--- src/rtl/gpr_wb_ctrl.sv ---
// Write-back controller: round-robin arbitration of ALU/load results onto the
// register file write port, plus a pending-write scoreboard for RAW hazard detection.
module gpr_wb_ctrl #(
    parameter int unsigned D_WIDTH  = 8,
    parameter int unsigned A_WIDTH  = 3,
    parameter int unsigned REG_DEEP = 8
) (
    input  logic                clk,
    input  logic                reset,
    input  logic                alu_req,
    input  logic [A_WIDTH-1:0]  alu_rd,
    input  logic [D_WIDTH-1:0]  alu_data,
    output logic                alu_ack,
    input  logic                mem_req,
    input  logic [A_WIDTH-1:0]  mem_rd,
    input  logic [D_WIDTH-1:0]  mem_data,
    output logic                mem_ack,
    input  logic                issue_valid,
    input  logic [A_WIDTH-1:0]  issue_rd,
    input  logic [A_WIDTH-1:0]  chk_r1,
    input  logic [A_WIDTH-1:0]  chk_r2,
    output logic                hz_r1,
    output logic                hz_r2,
    output logic                wb_we,
    output logic [A_WIDTH-1:0]  wb_rd,
    output logic [D_WIDTH-1:0]  wb_data,
    output logic [REG_DEEP-1:0] pending
);

    logic                last;
    logic                grant;
    logic [A_WIDTH-1:0]  grant_rd;
    logic [D_WIDTH-1:0]  grant_data;
    logic [REG_DEEP-1:0] pend_q;
    logic [REG_DEEP-1:0] pend_nxt;

    // Arbitration and scoreboard next-state; `last` = 1 means MEM was granted most recently.
    always_comb begin
        alu_ack    = 1'b0;
        mem_ack    = 1'b0;
        grant_rd   = alu_rd;
        grant_data = alu_data;
        pend_nxt   = pend_q;
        if (reset) begin
            alu_ack = alu_req && (!mem_req || last);
            mem_ack = mem_req && (!alu_req || !last);
        end
        if (mem_ack) begin
            grant_rd   = mem_rd;
            grant_data = mem_data;
        end
        // Clear first so that a same-edge re-issue of the register wins.
        if (wb_we) begin
            pend_nxt[wb_rd] = 1'b0;
        end
        if (issue_valid && (issue_rd != A_WIDTH'(0))) begin
            pend_nxt[issue_rd] = 1'b1;
        end
    end

    assign grant   = alu_ack || mem_ack;
    assign hz_r1   = pend_q[chk_r1];
    assign hz_r2   = pend_q[chk_r2];
    assign pending = pend_q;

    always_ff @(posedge clk or negedge reset) begin
        if (!reset) begin
            last    <= 1'b1;
            wb_we   <= 1'b0;
            wb_rd   <= '0;
            wb_data <= '0;
            pend_q  <= '0;
        end else begin
            pend_q <= pend_nxt;
            if (grant) begin
                last    <= mem_ack;
                wb_we   <= (grant_rd != A_WIDTH'(0));
                wb_rd   <= grant_rd;
                wb_data <= grant_data;
            end else begin
                wb_we <= 1'b0;
            end
        end
    end

endmodule

--- config.mk ---
export PLATFORM = sky130hd
export DESIGN_NAME = gpr_wb_ctrl
export DESIGN_NICKNAME = d
export VERILOG_FILES = /design/src/rtl/gpr_wb_ctrl.sv
export SDC_FILE = /design/constraint.sdc
export NUM_CORES = 1
export LEC_CHECK = 0
export CORE_ASPECT_RATIO = 0.7
export CORE_UTILIZATION = 41
export DETAILED_ROUTE_END_ITERATION = 8
export PLACE_DENSITY_LB_ADDON = 0.12
export SETUP_SLACK_MARGIN = 0.5
export SYNTH_ARGS = -nofsm -noshare
export SYNTH_HDL_FRONTEND = slang
export SYNTH_SLANG_ARGS = --single-unit
export TNS_END_PERCENT = 10
--- constraint.sdc ---
create_clock -name clk -period 3 [get_ports clk]
set_input_delay 0.3 -clock clk [delete_from_list [all_inputs] [get_ports clk]]
set_output_delay 0.3 -clock clk [all_outputs]
set_load 0.1 [all_outputs]
==> flow_metrics.tcl, run 1 <==
set metrics [dict create \
    drt_first_pass_iters 4 \
    die_h_um 45.09 \
    postCtsSetupBuffers 0 \
    fin_crit_sh 0.7168 \
    worstPathArrival_ns 1.85 \
    critPathKind "input pin to primary output" \
    syn-num-nets 142 \
    wire_per_inst_um 14.81 \
    worst_pin_slew_ns 0.9747 \
    ys_ff_latch 21 \
    initial_core_util 0.4389 \
    clk_path_buf_depth 2 \
    clock-sinks 21 \
    dp_hpwl_um 2298 \
    status "finished, final reports clean" \
    finalSetupViolCount 0 \
    crit_path_end "hz_r1" \
    insertion_delay_ns 0.26 \
    grt_max_degree 18 \
    dieArea_um2 2865 \
    drt.antenna.violating_nets 0 \
    fillers 198 \
    syn_inst 106 \
    clk_pin_slew_ns 0.07 \
    hp-class "input pin to asynchronous set/reset pin" \
    ys_warn_count 0 \
    portBuffers 59 \
    ir_drop_mv 0.4444 \
    ys_seq_area_frac 0.4845 \
    drtIter0Drc 39 \
    core_um2 2477 \
    end_kind "primary output" \
    die_w_um 63.55 \
    slew_viol_final 0 \
    ioPinCount 60 \
    regArea_um2 526.8 \
    critPathLaunchType "input pin" \
    critPathLaunch "chk_r1[1]" \
    r2r_setup_slack_ns 1.53 \
    slowest_delay_ns 0.55 \
    drcViolationCount 0 \
    worstPathMaxFanout 2 \
    reg2reg_to "wb_rd[2]$_DFFE_PN0P_" \
    hold_viol_final 0 \
    antenna_found_initial 0 \
    total_power_mw 1.402 \
    routed_wl_um 2976 \
    ctsRootBufferMaster "clkbuf_8" \
    cts_buffers 3 \
    grt_pass1_vias 1008 \
    fmaxAchievable_mhz 465.1 \
    syn_avg_cell_area_um2 10.26 \
    vias 1110 \
    power_density_nw_per_um2 801.4 \
    crit_chain "clkdlybuf4s50_1 > mux4_1 > mux2_2 > buf_4" \
    rsz0062_at_grt "no" \
    setup_tns_ns 0 \
    htreeDepth 1 \
    maxCapViolations 0 \
    r2r_start "last$_DFFE_PN1P_" \
    cp.required_ns 2.70 \
    grt_pass1_wl_um 4733 \
    fin_worst_skew_ns 0.002523 \
    p_leak_nw 0.6774 \
    gp_congestion 0.8615 \
    slew_headroom 0.3482 \
    yosysUniqueCellTypes 21 \
    cts_resized 0 \
    syn_to_final_growth_pct 60.87 \
    grt_overflow 0 \
    slowest_stage "mux4_1" \
    cts_hold_buf 0 \
    num_antenna_cells 0 \
    netlist_area_um2 1087 \
    multi_input_area_um2 543.0 \
    nNetsFinal 204 \
    drive_gt1_frac 0.1497 \
    detail_route.vias_per_cell 5.522 \
    rows 15 \
    grtUsageTotal 0.2236 \
    min_period_ns 2.150 \
    cts_tree "yes" \
    reg2regPathDepth 3 \
]
==> worst max-delay path: cells and delay by family <==
family / cells / cell delay [ns]
buffers and inverters: 2 / 0.72
multiplexers: 2 / 0.82
==> registers in the layout (all words and copies together) (netlist names) <==
signal / cells
wb_data: 8
wb_we: 1
pending: 8
last: 1
wb_rd: 3
==> cells in the final DEF, fill, tap and decap left out, drive strengths merged, types with 4 or more instances in the layout <==
master and n:
nand2 8, o32ai 9, nand2b 6, dfrtp 20
o21ai 16, buf 18, mux4 4, nor2 13
nor3 8, clkdlybuf4s50 43
==> per-layer routing <==
layer,track usage,share of wire,up-vias
met5,0,0,-
met4,0.05909,0.0047,0
met3,0.07071,0.082,2
met2,0.3447,0.44,53
met1,0.3093,0.47,523
li1,-,-,532
==> power breakdown <==
group | internal [mW] | leakage, nW | switching, mW | total [mW]
logic | 0.205 | 0.419 | 0.613 | 0.818
clock network | 0.0926 | 0.0255 | 0.0921 | 0.185
registers | 0.343 | 0.233 | 0.0561 | 0.399
total | 0.641 | 0.677 | 0.761 | 1.40
==> layout make-up <==
type,count,area share
Multi-Input combinational cell,81,0.3104
Clock inverter,1,0.002861
Clock buffer,3,0.02361
Tap cell,34,0.02432
Timing Repair Buffer,61,0.3376
Sequential cell,21,0.3011
==> how the worst min path moves through the flow <==
stage	from	to	slack (ns)
after detailed placement	last$_DFFE_PN1P_	last$_DFFE_PN1P_	0.51
after global routing	reset	wb_data[1]$_DFFE_PN0P_	0.34
after CTS	reset	wb_data[1]$_DFFE_PN0P_	0.33
after global placement	last$_DFFE_PN1P_	last$_DFFE_PN1P_	0.49
final	reset	wb_data[1]$_DFFE_PN0P_	0.33
after floorplan	reset	pending[0]$_DFF_PN0_	0.004
==> synth_stat cells <==
library cell,n,area (µm²)
dfstp_2,1,26.28
o311ai_0,1,8.760
o31ai_1,2,15.01
nand2_1,8,30.03
nand2b_1,6,37.54
and2_1,2,12.51
clkbuf_1,2,7.510
o21a_1,1,7.510
dfrtp_1,20,500.5
a21boi_0,1,7.510
mux4_1,4,105.1
nor2b_1,1,6.260
a31oi_1,3,18.77
o32ai_1,9,78.83
nor3_1,8,40.04
nand3_1,3,15.01
o31a_1,1,8.760
buf_2,2,10.01
mux2_2,2,22.52
nor2_1,13,48.80
o21ai_0,16,80.08
==> cells by family (layout without fill, tap and decap cells) <==
| logic type | count (synthesis) | after routing | share of synthesized area |
|---|---|---|---|
| DFF | 21 | 21 | 0.4845 |
| and+or+nand+nor | 41 | 41 | 0.1749 |
| muxes | 6 | 6 | 0.1174 |
| AOI/OAI and AO/OA | 34 | 34 | 0.2071 |
| buffers and inverters | 4 | 65 | 0.01611 |
==> stage by stage <==
stage | worst slack [ns] | instance area (µm²) | hold slack [ns] | utilization | cells
6_report | 0.8497 | 1749 | 0.3281 | 0.7061 | 201
2_1_floorplan | 0.6948 | 1087 | 0.004409 | - | 106
3_5_place_dp | 0.8439 | 1703 | 0.5120 | 0.6874 | 197
4_1_cts | 0.8376 | 1749 | 0.3263 | 0.7061 | 201
5_1_grt | 0.7517 | 1749 | 0.3404 | 0.7061 | 201
3_3_place_gp | 0.8692 | 1703 | 0.4886 | 0.6874 | 197
No activity file was read; power rests on OpenSTA's default activity.
==> inputs of run 2 (changes only) <==
--- a/config.mk
+++ b/config.mk
@@ -6,7 +6,7 @@
 export NUM_CORES = 1
 export LEC_CHECK = 0
 export CORE_ASPECT_RATIO = 0.7
-export CORE_UTILIZATION = 41
+export CORE_UTILIZATION = 38
 export DETAILED_ROUTE_END_ITERATION = 8
 export PLACE_DENSITY_LB_ADDON = 0.12
 export SETUP_SLACK_MARGIN = 0.5
==> constraint.sdc (replaced) <==
create_clock -name clk -period 2.06 [get_ports clk]
set_input_delay 0.206 -clock clk [delete_from_list [all_inputs] [get_ports clk]]
set_output_delay 0.206 -clock clk [all_outputs]
set_load 0.1 [all_outputs]
==> run 2 against run 1 <==
Against the previous run: combinational power is 55% higher; global-route usage is 2.0 points lower; cell count is 2.5% higher; clock skew is 0.0019 ns lower; worst hold slack worse by 0.097 ns; flip-flop and latch count stayed put; via count is 0.63% higher; critical path type is now register to primary output; power is 52% higher; critical path depth is 1 lower; clock-buffer cell count stayed put.
==> flow_metrics.tcl, run 2 (synthesis results as in run 1) <==
set metrics [dict create \
    wire_per_inst_um 14.79 \
    dp_hpwl_um 2344 \
    grt_pass1_wl_um 4540 \
    switchingPower_mw 1.124 \
    routed_wl_um 3046 \
    hp-class "input pin to asynchronous set/reset pin" \
    final_common_cell "clkdlybuf4s50_1" \
    setup_tns_ns 0 \
    r2r_start "last$_DFFE_PN1P_" \
    cp.depth 3 \
    critPathLaunchType "register" \
    rsz0062_at_grt "yes" \
    vias 1117 \
    insertion_delay_ns 0.26 \
    crit_chain "mux4_2 > mux2_4 > buf_12" \
    initial_core_util 0.4198 \
    reg2regPathDepth 3 \
    clk_pin_slew_ns 0.08 \
    antenna_found_initial 0 \
    r2r_setup_slack_ns 0.73 \
    syn_to_final_growth_pct 66.63 \
    ctsRootBufferMaster "clkbuf_8" \
    crit_buf_inv 1 \
    grt_overflow 0 \
    p_leak_nw 0.7123 \
    swShare 0.5274 \
    reg2reg_to "wb_data[4]$_DFFE_PN0P_" \
    critPathLaunch "pending[0]$_DFF_PN0_" \
    portBuffers 59 \
    slew_headroom 0.4860 \
    num_antenna_cells 0 \
    cts_buffers 3 \
    core_um2 2590 \
    fillers 206 \
    crit_family "multiplexers" \
    fin_crit_sh 0.9132 \
    slowest_delay_ns 0.50 \
    maxCapViolations 0 \
    cts_tree "yes" \
    dieArea_um2 3083 \
    p_int_mw 1.008 \
    grt_pass1_vias 979 \
    seqPwrFrac 0.280 \
    ioPinCount 60 \
    gp_congestion 0.8906 \
    dp_slack_ns 0.1035 \
    drcViolationCount 0 \
    worstPathArrival_ns 1.68 \
    rows 15 \
    die_w_um 65.94 \
    clock-sinks 21 \
    fin_worst_skew_ns 0.0006540 \
    die_h_um 46.76 \
    drt.antenna.violating_nets 0 \
    htreeDepth 1 \
    grtUsageTotal 0.2038 \
    final_cell_mix "clkdlybuf4s50_1, buf_4, o21ai_0" \
    slowest_stage "dfrtp_4" \
    worst_pin_slew_ns 0.7694 \
    detail_route.vias_per_cell 5.422 \
    worstPathMaxFanout 4 \
    clk_path_buf_depth 2 \
    status "finished, final reports clean" \
    slew_viol_final 0 \
    ir_drop_mv 0.6599 \
    cp.required_ns 1.85 \
    nNetsFinal 209 \
    fmaxAchievable_mhz 531.6 \
    power_density_nw_per_um2 1177 \
    hold_viol_final 0 \
    finalSetupViolCount 0 \
    critPathKind "register to primary output" \
    drive_gt1_frac 0.3081 \
    setup_slack_ns 0.1789 \
    drt_first_pass_iters 4 \
    combPwrFrac 0.594 \
    crit_path_end "hz_r1" \
    power_frac_clock 0.126 \
    grt_max_degree 18 \
    end_kind "primary output" \
    min_period_ns 1.881 \
    drtIter0Drc 52 \
]
run 2: cell types whose count changed in the layout (fill, tap and decap cells not counted), moves of 4 or more:
| cell | delta |
|---|---|
| mux4_2 | +4 |
| dfrtp_2 | +4 |
| mux4_1 | -4 |
| dfrtp_1 | -8 |
| dlygate4sd2_1 | +4 |
| buf_4 | +11 |
| dfrtp_4 | +4 |
| clkdlybuf4s50_1 | -12 |
run 2: layout make-up:
class | count | area, µm² | share of cell area
Multi-Input combinational cell | 81 | 548.0 | 0.3025
Clock buffer | 3 | 41.29 | 0.02279
Tap cell | 34 | 42.54 | 0.02348
Sequential cell | 21 | 546.8 | 0.3018
Timing Repair Buffer | 66 | 628.1 | 0.3467
Clock inverter | 1 | 5.005 | 0.002762
run 2: power by group through the flow:
stage / Sequential (mW) / Combinational [mW] / Clock [mW]
detailed placement: 0.606 / 1.25 / 0
global placement: 0.604 / 1.24 / 0
global route: 0.610 / 1.31 / 0.301
floorplan: 1.18 / 0.316 / 0
finish: 0.597 / 1.27 / 0.268
CTS: 0.596 / 1.27 / 0.275
run 2: worst min path at each step:
stage / to / slack [ns] / start / cells after the start
after CTS: wb_data[3]$_DFFE_PN0P_ / 0.22 / reset / 1
final: wb_data[1]$_DFFE_PN0P_ / 0.23 / reset / 1
after global placement: last$_DFFE_PN1P_ / 0.49 / last$_DFFE_PN1P_ / 2
after floorplan: pending[1]$_DFF_PN0_ / -0.09 / reset / 0
after global routing: wb_data[3]$_DFFE_PN0P_ / 0.24 / reset / 1
after detailed placement: wb_data[0]$_DFFE_PN0P_ / 0.50 / reset / 1
run 2: timing repair:
item | CTS | global route
hold buffers | 0 | 0
hold endpoints to repair | 0 | 0
endpoints found under the setup margin | 4 | 16
setup buffers | 3 | 1
gates resized for setup | 6 | 1
cloned | 0 | 0
run 2: per-stage QoR:
step	utilization	total power, mW	cells	instance area (µm²)	hold WS [ns]
after global placement	0.6739	1.843	198	1745	0.4896
after CTS	0.6957	2.141	205	1802	0.2170
after global routing	0.6995	2.225	206	1812	0.2382
after floorplan	-	1.496	106	1117	-0.08959
after detailed placement	0.6739	1.855	198	1745	0.5025
final	0.6995	2.132	206	1812	0.2306
run 2: per-layer routing:
| layer | GRT usage | routed length (µm) |
|---|---|---|
| met4 | 0.03830 | 5 |
| met2 | 0.3041 | 1327 |
| met1 | 0.3028 | 1493 |
| met5 | 0 | 0 |
| met3 | 0.05583 | 219 |
==> inputs of run 3 (changes only) <==
--- a/config.mk
+++ b/config.mk
@@ -10,6 +10,7 @@
 export DETAILED_ROUTE_END_ITERATION = 8
 export PLACE_DENSITY_LB_ADDON = 0.12
 export SETUP_SLACK_MARGIN = 0.5
+export SLEW_MARGIN = 20
 export SYNTH_ARGS = -nofsm -noshare
 export SYNTH_HDL_FRONTEND = slang
 export SYNTH_SLANG_ARGS = --single-unit
==> constraint.sdc (replaced) <==
create_clock -name clk -period 2.08 [get_ports clk]
set_input_delay 0.208 -clock clk [delete_from_list [all_inputs] [get_ports clk]]
set_output_delay 0.208 -clock clk [all_outputs]
set_load 0.1 [all_outputs]
==> run 3 against run 2 <==
Against the previous run: first-iteration DRC count is 35% higher; flip-flop and latch count stayed put; setup slack better by 0.0096 ns; power is 0.56% lower; clock-buffer cell count stayed put; sequential power is 1% lower; largest power group unchanged; cell count stayed put; wire length is 1.3% lower; via count is 0.27% lower.
==> flow_metrics.tcl, run 3 (synthesis results as in run 1) <==
set metrics [dict create \
    status "finished, final reports clean" \
    placed_area_um2 1745 \
    fin_crit_sh 0.9094 \
    detail_route.vias_per_cell 5.408 \
    slowest_stage "dfrtp_4" \
    drtIter0Drc 70 \
    slew_viol_final 0 \
    grt_pass1_vias 1007 \
    dpl.cell_count 198 \
    cts_tree "yes" \
    final_cells 206 \
    rows 15 \
    clk_pin_slew_ns 0.08 \
    drt_first_pass_iters 4 \
    core_um2 2590 \
    grt_max_degree 18 \
    num_antenna_cells 0 \
    cp.required_ns 1.87 \
    finalSetupViolCount 0 \
    worstPathMaxFanout 4 \
    critPathKind "register to primary output" \
    grt_overflow 0 \
    maxCapViolations 0 \
    slowest_delay_ns 0.50 \
    ir_drop_mv 0.6204 \
    ctsRootBufferMaster "clkbuf_8" \
    clock-sinks 21 \
    hp-class "input pin to asynchronous set/reset pin" \
    hold_viol_final 0 \
    drive_gt1_frac 0.3081 \
    ioPinCount 60 \
    initial_core_util 0.4198 \
    fmaxAchievable_mhz 528.7 \
    vias 1114 \
    syn_to_final_growth_pct 66.63 \
    fillers 209 \
    drt.antenna.violating_nets 0 \
    gp_congestion 0.8903 \
    fin_worst_skew_ns 0.003553 \
    insertion_delay_ns 0.26 \
    total_power_mw 2.120 \
    final_common_cell "clkdlybuf4s50_1" \
    die_h_um 46.76 \
    drcViolationCount 0 \
    routed_wl_um 3006 \
    antenna_found_initial 0 \
    slew_headroom 0.4634 \
    critPathLaunchType "register" \
    dp_hpwl_um 2331 \
    crit_chain "mux4_2 > mux2_4 > buf_12" \
    final_area_um2 1812 \
    cts_buffers 3 \
    grtUsageTotal 0.2050 \
    grt_pass1_wl_um 4602 \
    end_kind "primary output" \
    portBuffers 59 \
    nNetsFinal 209 \
    min_period_ns 1.892 \
    dieArea_um2 3083 \
    setup_tns_ns 0 \
    p_leak_nw 0.7114 \
    final_cell_mix "clkdlybuf4s50_1, buf_4, o21ai_0" \
    die_w_um 65.94 \
    wire_per_inst_um 14.59 \
    worstPathArrival_ns 1.68 \
    htreeDepth 1 \
    rsz0062_at_grt "yes" \
    power_density_nw_per_um2 1170 \
    clk_path_buf_depth 2 \
    worst_pin_slew_ns 0.8032 \
]
## run 3: cell counts in the layout (fill, tap and decap cells not counted)
Identical to the previous run, type by type.
## run 3: per-layer routing
| metal | vias up | track usage | share of wire |
|---|---|---|---|
| met5 | - | 0 | 0 |
| met4 | 0 | 0.03830 | 0 |
| met3 | 0 | 0.06068 | 0.080 |
| met2 | 49 | 0.3163 | 0.43 |
| met1 | 527 | 0.2939 | 0.49 |
| li1 | 538 | - | - |
## run 3: stage by stage
| stage | utilization | setup WS (ns) | hold WS [ns] |
|---|---|---|---|
| floorplan | - | 0.3309 | -0.08759 |
| global placement | 0.6739 | 0.1731 | 0.4895 |
| detailed placement | 0.6739 | 0.1108 | 0.5046 |
| CTS | 0.6986 | 0.1911 | 0.2291 |
| global route | 0.6995 | 0.1446 | 0.2473 |
| finish | 0.6995 | 0.1885 | 0.2346 |
## run 3: power breakdown
group | internal [mW] | switching [mW] | leakage [nW]
combinational | 0.359 | 0.905 | 0.459
clock | 0.133 | 0.132 | 0.0255
sequential | 0.512 | 0.0781 | 0.227
## run 3: layout make-up
type                       count  area (µm²)  area share
multi-input combinational     81       548.0      0.3025
clock inverter                 1       5.005    0.002762
clock buffer                   3       41.29     0.02279
tap                           34       42.54     0.02348
sequential                    21       546.8      0.3018
timing repair buffer          66       628.1      0.3467
## run 3: path summary, 6_finish.rpt
path                                      startpoint                endpoint  slack [ns]  cells after the start
worst max-delay path            pending[4]$_DFF_PN0_                   hz_r1        0.19                      3
worst min-delay path                           reset  wb_data[3]$_DFFE_PN0P_        0.23                      1
worst max register to register      last$_DFFE_PN1P_  wb_data[4]$_DFFE_PN0P_        0.70                      3
worst min register to register      last$_DFFE_PN1P_        last$_DFFE_PN1P_        0.51                      2
max in group asynchronous                      reset    pending[3]$_DFF_PN0_        1.26                      2
min in group clk                    last$_DFFE_PN1P_        last$_DFFE_PN1P_        0.51                      2
## run 3: critical path, delay by kind of cell, from the launching register on
kind / cells / cell delay [ns]
buf+inv: 1 / 0.17
flops: 1 / 0.50
mux: 2 / 0.76
## run 3: timing repair
item,CTS,global route
resized for setup,6,1
hold buffers,0,0
endpoints found under the setup margin,5,14
endpoints found under the hold margin,0,0
buffers inserted,4,0
==> RTL change 1 (settings of run 2) <==
Change the parameter `A_WIDTH` from 3 to 2.
--- a/src/rtl/gpr_wb_ctrl.sv
+++ b/src/rtl/gpr_wb_ctrl.sv
@@ -2,7 +2,7 @@
 // register file write port, plus a pending-write scoreboard for RAW hazard detection.
 module gpr_wb_ctrl #(
     parameter int unsigned D_WIDTH  = 8,
-    parameter int unsigned A_WIDTH  = 3,
+    parameter int unsigned A_WIDTH  = 2,
     parameter int unsigned REG_DEEP = 8
 ) (
     input  logic                clk,
Interface: changed (6 resized); port bits go from 60 to 54. No check against the original RTL was run, so the function may have changed too.
==> RTL change 1 against run 2 <==
- combinational power down 39%
- clock skew grew 5.2 ps
- critical endpoint is now hz_r2
- sequential power decreased by 31%
- area after synthesis fell by 22%
- utilization up 1.2 points
- cell area decreased by 23%
- global-route usage up 0.44 points
- critical path type unchanged
- sequential cell count down 5
- power shrank 36%
- setup slack better by 260 ps
- cell count fell by 17%
- synthesized cell count is 13% lower
- wire length fell by 23%
==> RTL change 1: results (changes against run 2) <==
| Metric | Value |
|---|---|
| Clock share of power | 12.6% (about the same) |
| Post-Place Setup Slack | 304.2 ps (+200.6 ps) |
| Worst hold path class | primary input to async pin |
| Largest net degree at the start of global routing | 22 (+4) |
| Most flops, register | wb_data |
| Status | finished, final reports clean |
| Setup bufs post-CTS | 0 (-3) |
| Clk slew on worst S/H paths | 90 ps |
| IO buf count | 49 (-17%) |
| Post-synthesis mux area share | 5.341% (-6.4 points) |
| Placer Congestion | 0.7665 (-14%) |
| First-pass GRT wire length | 3.801 mm (-16%) |
| Post-synth ARST share | 100.0% (unchanged) |
| Root buf cell | clkbuf_4 |
| Post-Synth Adder-Cell Area | 0% (unchanged) |
| Yosys warns | 0 (unchanged) |
| CTS buffer count | 3 (unchanged) |
| Post-synthesis xor/xnor area fraction | 0% (unchanged) |
| Hpwl dp | 1.796 mm (-23%) |
| Distinct cell type count after synthesis | 23 (+9.5%) |
| # H-tree levels | 1 (unchanged) |
| Final Skew | 5.813 ps (+5.159 ps) |
| Ant diodes | 0 (unchanged) |
| Switching part of the total | 51.98% (-0.75 points) |
| Largest fanout on the critical path | 4 (unchanged) |
| Max clock buf depth | 2 (unchanged) |
| Clock-net power | 0.171 mW (-36%) |
| Synth Area in Compound Gates | 21.22% (+0.50 points) |
| Sequential share of the synthesized area | 47.63% (-0.82 points) |
| Crit path DAT | 1410 ps (-270 ps) |
| Area contributors post-synth | dfrtp_1 (45%), o21ai_0 (7.7%), a31oi_1 (7.4%) |
| Cts hold-fix bufs | 0 (unchanged) |
| Max IR drop VDD | 0.4496 mV (-32%) |
| WL final | 2.353 mm (-23%) |
| Nets@finish | 174 (-17%) |
| GRT Total Usage | 20.82% (+0.44 points) |
| Worst skew pair latency | 280 ps (+20 ps) |
| Initial antenna violation count | 0 (unchanged) |
| Vias per cell | 5.099 (-6.0%) |
| Leak | 0.5678 nW (-20%) |
| Vias in the first global route | 827 (-16%) |
| DR pass1 iterations | 4 (unchanged) |
| Comb pwr | 0.777 mW (-39%) |
| Ratio of cells with drive above 1 in the final layout | 26.06% (-4.8 points) |
| Commonest cells post-synth | dfrtp_1 (15), o21ai_0 (13), nand3_1 (11), nor2_1 (11), a31oi_1 (10) |
| Largest register FFs | 8 |
| Initial drt markers | 21 (-60%) |
-- RTL change 1: changes by cell type after synthesis, sizes merged, moves of 5 or more --
cell	before	now
dfrtp	20	15
buf	2	7
o32ai	9	0
nand3	3	11
a31oi	3	10
nand2b	6	0
nor3	8	0
-- RTL change 1: metal layers --
metal | vias to the layer above | track usage, % | routed length [um]
met2 | 37 | 32.41 | 1114
met5 | - | 0 | 0
met1 | 411 | 28.12 | 1039
met3 | 2 | 7.165 | 186
met4 | 0 | 4.286 | 12
li1 | 427 | - | -
-- RTL change 1: final cells by class --
| class | instances | area, sq um |
|---|---|---|
| inverter | 3 | 11.26 |
| multi-input combinational | 67 | 404.1 |
| clock buffer | 4 | 26.28 |
| sequential | 16 | 406.6 |
| fill | 159 | 566.8 |
| tap | 30 | 37.54 |
| timing repair buffer | 52 | 515.5 |
-- RTL change 1: critical path, stage by stage (launching register included) --
cell and delay (ps):
dfrtp_2 440, mux4_2 510, buf_12 190
-- RTL change 1: repair_timing --
| action | 4_1_cts | 5_1_grt |
|---|---|---|
| hold endpoints to repair | 0 | 0 |
| endpoints found under the setup margin | 4 | 4 |
| gates resized for setup | 1 | 0 |
| gates cloned | 0 | 0 |
-- RTL change 1: final timing paths --
kind / depth (start not counted) / startpoint / endpoint / slack (ps)
worst max-delay path: 2 / pending[3] / hz_r2 / 440
worst min-delay path: 2 / reset / wb_data[3] / 310
worst max register to register: 3 / last / wb_we / 760
worst min register to register: 2 / last / last / 520
max in group asynchronous: 2 / reset / last / 1550
min in group clk: 3 / mem_data[1] / wb_data[1] / 480
-- RTL change 1: metrics by stage --
stage	instances	instance area, sq um
3_5_place_dp	168	1374
3_3_place_gp	168	1374
5_1_grt	172	1401
4_1_cts	172	1401
6_report	172	1401
2_1_floorplan	95	873.3
==> RTL change 2 (settings of run 2) <==
Without the edit above. Make the reset (`reset`) synchronous in one clocked block.
--- a/src/rtl/gpr_wb_ctrl.sv
+++ b/src/rtl/gpr_wb_ctrl.sv
@@ -63,7 +63,7 @@
     assign hz_r2   = pend_q[chk_r2];
     assign pending = pend_q;
 
-    always_ff @(posedge clk or negedge reset) begin
+    always_ff @(posedge clk) begin
         if (!reset) begin
             last    <= 1'b1;
             wb_we   <= 1'b0;
Function: differs if reset is asserted again (counterexample within 4 cycles, from zero or initial values and one cycle with reset low); with reset held inactive, the same outputs for 10 cycles.
==> RTL change 2 against run 2 <==
- area after synthesis decreased by 1.5%
- clock skew up 1.4 ps
- via count rose by 8.1%
- wire length rose by 9.8%
- cell area shrank 4.5%
- setup slack improved by 150 ps
- sequential cell count did not move
- die area shrank 1.4%
- count of clock-buffer cells in the layout unchanged
- first-iteration DRC count grew 19%
Power is not compared: it rests on default switching activity, and its combinational part moved more than twofold at a synthesized area within 25%.
==> RTL change 2: results (changes against run 2) <==
| Metric | Value |
|---|---|
| Max clock buf depth | 2 (unchanged) |
| Status | finished, final reports clean |
| Ant diodes | 0 (unchanged) |
| Worst skew pair latency | 260 ps (about the same) |
| Largest net degree at the start of global routing | 27 (+9) |
| Ratio of cells with drive above 1 in the final layout | 26.67% (-4.1 points) |
| DR pass1 iterations | 4 (unchanged) |
| # fillers | 214 (+3.9%) |
| Leak | 0.6573 nW |
| Clk slew on worst S/H paths | 80 ps (about the same) |
| # H-tree levels | 1 (unchanged) |
| Vias in the first global route | 1108 (+13%) |
| Initial antenna violation count | 0 (unchanged) |
| Crit path DAT | 1530 ps (-150 ps) |
| Vias per cell | 5.645 (+4.1%) |
| Sequential share of the synthesized area | 39.25% (-9.2 points) |
| First-pass GRT wire length | 5.368 mm (+18%) |
| DR WL/cell | 15.63 um (+5.7%) |
| Nets@finish | 217 (+3.8%) |
| IO buf count | 59 (unchanged) |
| CTS buffer count | 3 (unchanged) |
| Placer Congestion | 0.7478 (-16%) |
| Commonest cells post-synth | o21ai_0 (27), dfxtp_1 (21), nand3_1 (15) |
| Distinct cell type count after synthesis | 26 (+24%) |
| Root buf cell | clkbuf_8 |
| Area contributors post-synth | dfxtp_1 (39%), o21ai_0 (13%), mux4_1 (9.8%) |
| GRT Total Usage | 24.16% (+3.8 points) |
| Rel. slew slack | 55.32% (+6.7 points) |
| Hpwl dp | 2.440 mm (+4.1%) |
| Final Skew | 2.026 ps (+1.372 ps) |
| Initial drt markers | 62 (+19%) |
| Synthesized Nets | 159 (+12%) |
| Post-synth ARST share | 0% (-100 points) |
| Worst hold path class | flip-flop to flip-flop |
| Post-Place Setup Slack | 114.2 ps (+10.69 ps) |
| Yosys warns | 0 (unchanged) |
## RTL change 2: cell types whose count changed after synthesis, sizes merged, moves of 3 or more
cell and change:
dfxtp +21, dfrtp -20, nand3 +12, nor2 -11, o21ai +11, a21oi +8
nor3 -8, o32ai -8, a31oi +7, clkbuf +3, nand2 -3
## RTL change 2: area by class of cell
cell class / instances / area [sq um] / area share (%)
clock buffer: 3 / 41.29 / 2.386
clock inverter: 1 / 5.005 / 0.2892
inverter: 1 / 3.754 / 0.2169
multi-input combinational: 92 / 606.8 / 35.07
sequential: 21 / 430.4 / 24.87
tap: 34 / 42.54 / 2.458
timing repair buffer: 62 / 600.6 / 34.71
## RTL change 2: kinds of logic (layout without fill, tap and decap cells)
group / count (synthesis) / after routing / synth area share [%]
multiplexers: 6 / 6 / 11.92
AND/OR/NAND/NOR: 33 / 33 / 15.89
buffers and inverters: 10 / 67 / 4.088
AO/OA/AOI/OAI: 53 / 53 / 28.86
flip-flops: 21 / 21 / 39.25
## RTL change 2: critical path: stages (launching register included)
cell     delay (ps)
dfxtp_2         340
mux4_2          460
mux2_4          290
buf_12          170
## RTL change 2: final timing paths
check,slack (ps),cells past startpoint,to,start
setup / recovery,330,3,hz_r2,pending[3]
hold reg to reg,470,1,pending[0],pending[0]
hold / removal,470,1,pending[0],pending[0]
setup reg to reg,770,3,wb_we,last
## RTL change 2: stage by stage
stage	total power [mW]	utilization, %	hold slack (ps)	cell area [sq um]	instances
2_1_floorplan	0.7501	-	346.2	1089	123
6_report	1.169	67.30	467.8	1730	214
4_1_cts	1.171	67.30	469.6	1730	214
3_3_place_gp	0.8963	65.60	452.0	1687	209
5_1_grt	1.209	67.30	491.8	1730	214
3_5_place_dp	0.9044	65.60	456.6	1687	209
## RTL change 2: repair_timing
item	4_1_cts	5_1_grt
pin swaps	0	0
gates cloned	0	0
gates resized for setup	8	0
setup endpoints to repair	4	4
setup buffers	1	0
## RTL change 2: report_power, final
part	switching (mW)	leakage (nW)	internal, mW	total, mW
logic	0.298	0.455	0.145	0.443
clock network	0.133	0.0255	0.135	0.268
registers	0.0243	0.177	0.433	0.457
## RTL change 2: layer usage
metal,routed length (um),global-route usage (%),up-vias
li1,-,-,587
met2,1437,38.14,54
met4,24,5.652,0
met1,1590,33.58,562
met3,292,5.693,5
met5,0,0,-
